<file path="src/rtl/divisor_iterativo_e.sv">
// rtl/divisor_iterativo_e.sv - multi-cycle radix-2 restoring divider for UDIV/SDIV in execute
// Works on magnitudes, then fixes signs in a single FIX cycle before the one-cycle DONE pulse.
module divisor_iterativo_e #(
   parameter  int WIDTH = 32,
   localparam int CNT_W = $clog2(WIDTH)
) (
   input  logic             clk,
   input  logic             reset,
   input  logic             start,
   input  logic             is_signed,
   input  logic [WIDTH-1:0] dividend,
   input  logic [WIDTH-1:0] divisor,
   input  logic             flush,
   output logic             stall_e,
   output logic             busy,
   output logic             done,
   output logic [WIDTH-1:0] quotient,
   output logic [WIDTH-1:0] remainder,
   output logic             div_by_zero
);

   typedef enum logic [1:0] {
      S_IDLE = 2'd0,
      S_RUN  = 2'd1,
      S_FIX  = 2'd2,
      S_DONE = 2'd3
   } state_t;

   state_t           state_q, state_d;
   logic [CNT_W-1:0] cnt_q, cnt_d;
   logic [WIDTH-1:0] acc_q, acc_d;
   logic [WIDTH-1:0] quo_q, quo_d;
   logic [WIDTH-1:0] dvs_q, dvs_d;
   logic             neg_q_q, neg_q_d;
   logic             neg_r_q, neg_r_d;
   logic [WIDTH-1:0] quotient_q, quotient_d;
   logic [WIDTH-1:0] remainder_q, remainder_d;
   logic             dbz_q, dbz_d;

   logic [WIDTH:0]   shifted, trial;
   logic [WIDTH-1:0] abs_a, abs_b;

   always_ff @(posedge clk or negedge reset) begin
      if (!reset) begin
         state_q     <= S_IDLE;
         cnt_q       <= '0;
         acc_q       <= '0;
         quo_q       <= '0;
         dvs_q       <= '0;
         neg_q_q     <= 1'b0;
         neg_r_q     <= 1'b0;
         quotient_q  <= '0;
         remainder_q <= '0;
         dbz_q       <= 1'b0;
      end else begin
         state_q     <= state_d;
         cnt_q       <= cnt_d;
         acc_q       <= acc_d;
         quo_q       <= quo_d;
         dvs_q       <= dvs_d;
         neg_q_q     <= neg_q_d;
         neg_r_q     <= neg_r_d;
         quotient_q  <= quotient_d;
         remainder_q <= remainder_d;
         dbz_q       <= dbz_d;
      end
   end

   always_comb begin
      state_d     = state_q;
      cnt_d       = cnt_q;
      acc_d       = acc_q;
      quo_d       = quo_q;
      dvs_d       = dvs_q;
      neg_q_d     = neg_q_q;
      neg_r_d     = neg_r_q;
      quotient_d  = quotient_q;
      remainder_d = remainder_q;
      dbz_d       = dbz_q;

      abs_a   = (is_signed && dividend[WIDTH-1]) ? -dividend : dividend;
      abs_b   = (is_signed && divisor[WIDTH-1])  ? -divisor  : divisor;
      // One extra bit keeps the trial subtract exact for divisors above 2^(WIDTH-1).
      shifted = {acc_q, quo_q[WIDTH-1]};
      trial   = shifted - {1'b0, dvs_q};

      unique case (state_q)
         S_IDLE, S_DONE: begin
            state_d = S_IDLE;
            if (start) begin
               if (divisor == '0) begin
                  state_d     = S_DONE;
                  quotient_d  = '0;
                  remainder_d = dividend;
                  dbz_d       = 1'b1;
               end else begin
                  state_d = S_RUN;
                  cnt_d   = CNT_W'(WIDTH - 1);
                  acc_d   = '0;
                  quo_d   = abs_a;
                  dvs_d   = abs_b;
                  neg_q_d = is_signed & (dividend[WIDTH-1] ^ divisor[WIDTH-1]);
                  neg_r_d = is_signed & dividend[WIDTH-1];
               end
            end
         end
         S_RUN: begin
            if (!trial[WIDTH]) begin
               acc_d = trial[WIDTH-1:0];
               quo_d = {quo_q[WIDTH-2:0], 1'b1};
            end else begin
               acc_d = shifted[WIDTH-1:0];
               quo_d = {quo_q[WIDTH-2:0], 1'b0};
            end
            if (cnt_q == '0) state_d = S_FIX;
            else             cnt_d   = cnt_q - CNT_W'(1);
         end
         S_FIX: begin
            quotient_d  = neg_q_q ? -quo_q : quo_q;
            remainder_d = neg_r_q ? -acc_q : acc_q;
            dbz_d       = 1'b0;
            state_d     = S_DONE;
         end
         default: state_d = S_IDLE;
      endcase

      // Flush abandons the operation but leaves the previously published result intact.
      if (flush) begin
         state_d     = S_IDLE;
         quotient_d  = quotient_q;
         remainder_d = remainder_q;
         dbz_d       = dbz_q;
      end
   end

   assign stall_e     = ((state_q == S_IDLE) && start) || (state_q == S_RUN) || (state_q == S_FIX);
   assign busy        = (state_q == S_RUN) || (state_q == S_FIX);
   assign done        = (state_q == S_DONE);
   assign quotient    = quotient_q;
   assign remainder   = remainder_q;
   assign div_by_zero = dbz_q;

endmodule
</file>
<file path="config.mk">
export PLATFORM = sky130hd
export DESIGN_NAME = divisor_iterativo_e
export DESIGN_NICKNAME = d
export VERILOG_FILES = /design/src/rtl/divisor_iterativo_e.sv
export SDC_FILE = /design/constraint.sdc
export NUM_CORES = 1
export LEC_CHECK = 0
export CAP_MARGIN = 20
export CORE_MARGIN = 2
export CORE_UTILIZATION = 58
export CTS_CLUSTER_DIAMETER = 60
export DETAILED_ROUTE_END_ITERATION = 16
export PLACE_DENSITY = 0.87
export SETUP_SLACK_MARGIN = 0.2
export SLEW_MARGIN = 30
export SYNTH_ARGS = -nofsm -noshare
export SYNTH_HDL_FRONTEND = slang
export SYNTH_SLANG_ARGS = --single-unit
</file>
<file path="constraint.sdc">
create_clock -name clk -period 4.75 [get_ports clk]
set_input_delay 0.95 -clock clk [delete_from_list [all_inputs] [get_ports clk]]
set_output_delay 0.95 -clock clk [all_outputs]
set_load 0.05 [all_outputs]
</file>
== Yosys cells after proc, flatten, opt, wreduce, memory -nomap -nowiden ==
Index checks and enable logic that the tools add are counted.

* Input bits: 69
* Output and inout bits: 68
* Memory bits (read-only): 0
* Bits in writable memories: 0
* Logic and storage cells: 75
* Bits in latches: 0
* Flip-flop bits (word level): 170
* Memories: 0

* Magnitude comparators: 0
* Bitwise gates (word level): 5
* Eq/ne operators: 8
* $add $sub $neg: 6
* Reduce and logical (&&, ||, !) cells: 16
* Shift-type cells: 0
* Muxes and demuxes: 30
* Div/mod/pow operators: 0
* Multipliers: 0

{| class="wikitable"
|+ Operators by type and width
! kind !! number
|-
| $mux 32 || 13
|-
| $pmux 32 s2 || 4
|-
| $neg 32->32 || 4
|-
| $sub 33x32->33 || 1
|-
| $logic_not 32->1 || 1
|-
| $mux 5 || 3
|-
| $pmux 5 s2 || 1
|-
| $mux 2 || 4
|-
| $ne 2x2->1 const B || 4
|-
| $reduce_and 4->1 || 2
|-
| $pmux 2 s3 || 1
|-
| $reduce_and 3->1 || 2
|-
| $logic_not 5->1 || 1
|-
| $sub 5x1->5 const B || 1
|-
| $eq 2x2->1 const B || 2
|-
| $reduce_bool 2->1 || 2
|-
| $logic_and 1x1->1 || 3
|-
| $logic_or 1x1->1 || 3
|-
| $mux 1 || 3
|-
| $ne 3x3->1 const B || 1
|-
| $and 1x1->1 || 2
|-
| $eq 2x1->1 const B || 1
|-
| $logic_not 2->1 || 1
|-
| $not 1->1 || 2
|-
| other kinds (3) || 3
|}

== Longest topological paths before layout ==
* Word-level depth: 5
* Gate-level depth with buffers: 14

== Least setup slack after synthesis ==
Ideal clock, no wire load.

* Path kind: input to register
* Start point: input port divisor[0]
* End point: register remainder_q[14], in the netlist remainder[14]
* Data required time: 4.618 ns
* Stages on the path: 13
* Path buffers: 3
* Arrival: 3.623 ns
* Slack: 0.995 ns
* Cell sequence: inv_1 ha_1 or4b_1 or4_1 clkbuf_2 or3_4 nor3_4 a31oi_1 or3_4 buf_6 buf_4 nand2_1 o21ai_1

* Cells in the longest elaborated chain, start to end: 3

{| class="wikitable"
|+ RTL lines
! item !! RTL line !! source
|-
| from (decl) || 12 || <nowiki>input logic [WIDTH-1:0] divisor,</nowiki>
|-
| $logic_not 32->1 || 91 || <nowiki>if (divisor == '0) begin</nowiki>
|-
| $ne 2x2->1 (no source line) || -- ||
|-
| $reduce_and 4->1 (no source line) || -- ||
|-
| to (signal assigned) || 64 || <nowiki>remainder_q <= remainder_d;</nowiki>
|-
| to (decl) || 37 || <nowiki>logic [WIDTH-1:0] remainder_q, remainder_d;</nowiki>
|}

Every way passes these cells.
A chain may end at the register's enable or synchronous reset.

== Worst setup path after layout ==
* Start point: input port divisor[0]
* End point: register quotient_q[23], in the netlist quotient[23]

* Cells in the longest elaborated chain, start to end: 3

{| class="wikitable"
|+ RTL lines
! item !! RTL line !! source
|-
| $logic_not 32->1 || 91 ||
|-
| $ne 2x2->1 (no source line) || -- ||
|-
| $reduce_and 4->1 (no source line) || -- ||
|-
| to (signal assigned) || 63 || <nowiki>quotient_q <= quotient_d;</nowiki>
|-
| to (decl) || 36 || <nowiki>logic [WIDTH-1:0] quotient_q, quotient_d;</nowiki>
|}

Every way passes these cells.

==> run metrics <==
final period utilization between 80% and 90%; Max VDD drop 330.7 uV; share of post-route cells with drive strength above 1 under 10%; drt wl/cell 15.79 microns; Final Critical Period 4.176 ns; Sum Neg Setup Slack 0 ns; Post-Syn Area 11800 sq um; CTS Sinks 170; Ys Warns 0; clock transition at the registers of the reported paths 0.07 ns; Final Slew Violations 0; largest family of logic cells by synthesized area compound AO/OA/AOI/OAI gates; fin worst setup slack about 0.57 ns; Port Buffers 136; hold path start quotient[12]$_DFFE_PN0P_; GPL Wtd Cong 0.9598; Leakage Power 6.059 nW; drt first pass iters 6; Synth cell types 67; Inserted Diodes 0; Die Y roughly 150 microns; worst path required time 5.07 ns; Max clock buf depth 2; Area Overhead vs Synth 18.34%; Post-Synth Simple-Gate Area 18.72%; antenna violation net count after detailed routing 0; worst-path fanout max between 40 and 50; most frequent cells in the layout nand2_1, dfrtp_1, o21ai_0; CTS resizes 0; Post-synth EDFFs 0; Die X 146.6 microns; worst hold-check slack approximately 0.48 ns; CTS buffer count 17; Worst Setup Start Kind primary input; Critical Path, Cell by Cell clkdlybuf4s50_1 > inv_1 > ha_1 > or4b_1 > or4_1 > or3_4 > nor3_4 > a31oi_1 > or3_4 > buf_12 > nand2_1 > o21ai_2; Final Power 0.008002 W; RSZ-0062 raised after global routing false; Placement Setup Slack 0.1603 ns; mux cell area share after synthesis between 1 and 1.5%; post-CTS setup buffer count 0; DIE AREA 21500 sq um; CTS Root Cell clkbuf_16; routed via count 10800; Setup violations, final 0; initial antenna violation count 0; adder-cell area share of the yosys netlist 4.625%; Hold Fails Final Rpt 0; Hold Buf Count CTS 0; initial detailed-routing violation count 837; compound-cell area share of the yosys netlist between 20% and 30%; most common cell after layout, fill and taps aside nand2_1; Worst path max stage delay between 0.5 and 0.6 ns; main flop type after synthesis dfrtp_1; vias in the first global route 10080; crit path DAT 4.49 ns; global-route wire length before repair 48.22 mm; #FFs+latches synth 170; total congestion overflow 0; cell repeated most along the worst path or3_4; worst r2r src quo_q[31]$_DFFE_PN0P_; # nets final 1668; Post-Syn Instances 1463; fraction of registers with async set/reset 100.0%; largest net degree at the start of global routing around 110; Setup crit end kind flip-flop; Synth Area in XOR/XNOR 10.47%; worst hold path class reg -> reg; num rows 52; Peak Freq 239.5 MHz; Initial Utilization 58.68%; DP HPWL about 22 mm; status finished clean; Slowest-stage cell, CP or3_4; Slew @ Worst Pin 0.8738 ns; Rel. slew slack 41.75%; register area share after synthesis 36.06%; DR vias/cell 5.870; Residual DRC 0; Skew-Pair Late Insertion Delay 0.43 ns; CTS tree yes; maxcap violations 0; average size of a mapped cell 8.063 sq um; Power Density ~570 nW/um^2; I/O pin cnt 137; Setup CP Type in -> reg; Setup Skew 0.01296 ns; core area ~20000 sq um; H-tree depth 4; Net Count, Synth 1575; GR Util All Layers 27.19%; routed wire length roughly 29 mm; crit path from divisor[0]
## layer usage
layer	wire, microns	track usage (%)	vias to the layer above	part of all wire (%)
li1	-	-	5300	-
met1	12510	35.56	5067	43
met2	14280	46.92	367	49
met3	1451	3.125	61	5.0
met4	796	9.515	0	2.7
met5	0	0	-	0
## state kept, by name, indices dropped and copies added, names as in the netlist
register	flops
quo_q	32
neg_r_q	1
acc_q	32
dvs_q	32
remainder	32
quotient	32
neg_q_q	1
state_q	2
cnt_q	5
div_by_zero	1
## through the flow
step                      utilization [%]  area (sq um)  cells
final                               69.44         13960   1839
after global routing                69.44         13960   1839
after CTS                           69.41         13950   1839
after detailed placement            66.27         13320   1807
after global placement              66.27         13320   1807
after floorplan                         -         11800   1463
## report_power, final
part / leakage, nW / switching [W] / internal (W) / total [W]
combinational: 3.60 / 0.00262 / 0.00146 / 0.00407
sequential: 2.15 / 0.000473 / 0.00196 / 0.00243
clock: 0.308 / 0.000646 / 0.000852 / 0.00150
total: 6.06 / 0.00374 / 0.00427 / 0.00800
## synthesized netlist by cell type, drive strengths merged (3+ instances only)
library cell	instances	area (sq um)
nand2b	18	112.6
or2	6	37.54
buf	20	151.4
nor2	108	405.4
o41ai	14	137.6
ha	42	525.5
xor2	63	551.8
a21o	20	150.1
nor2b	7	43.79
nand4	9	56.30
a21oi	133	665.6
inv	55	206.5
o21a	7	52.55
o31ai	28	210.2
a31oi	7	43.79
o211ai	4	30.03
or3	12	85.08
o22ai	4	25.02
nor3	16	91.34
or4	15	116.4
mux2i	14	140.1
nand2	253	949.7
o21ai	218	1219
nand3	12	60.06
clkbuf	61	231.5
o21bai	4	30.03
dfrtp	170	4254
xnor2	78	683.2
nor4b	3	26.28
a32oi	3	26.28
a22o	6	52.55
nor4	12	81.33
o31a	5	43.79
and2	7	43.79
## cells by family (layout without fill, tap and decap cells)
kind of cell / Yosys count / count (layout)
AO/OA/AOI/OAI: 469 / 469
flip-flops: 170 / 170
adder cells (fa/ha/maj): 43 / 43
XOR/XNOR: 141 / 141
multiplexers: 14 / 14
AND/OR/NAND/NOR: 490 / 490
buffers and inverters: 136 / 242
## worst max-delay path: cells and delay by family
family / cells / cell delay, ns
AO/OA/AOI/OAI: 2 / 0.22
adder cells (fa/ha/maj): 1 / 0.19
buffers and inverters: 3 / 0.81
AND/OR/NAND/NOR: 6 / 2.32
## final cells by class
class | count | area [sq um]
Inverter | 55 | 206.4
Clock inverter | 15 | 206.4
Timing Repair Buffer | 155 | 1558
Sequential cell | 170 | 4257
Tap cell | 270 | 337.8
Clock buffer | 17 | 425.4
Multi-Input combinational cell | 1157 | 6969
Fill cell | 1570 | 6145
## final timing paths
kind	end	slack [ns]	cells past startpoint
min	quotient[12]$_DFFE_PN0P_	0.48	2
max reg2reg	acc_q[9]$_DFFE_PN0P_	0.90	15
min in group asynchronous	quotient[5]$_DFFE_PN0P_	0.58	1
max	quotient[23]$_DFFE_PN0P_	0.57	12
max in group asynchronous	dvs_q[24]$_DFFE_PN0P_	3.17	2
min reg2reg	quotient[12]$_DFFE_PN0P_	0.48	2
No activity file was read; power rests on OpenSTA's default activity.
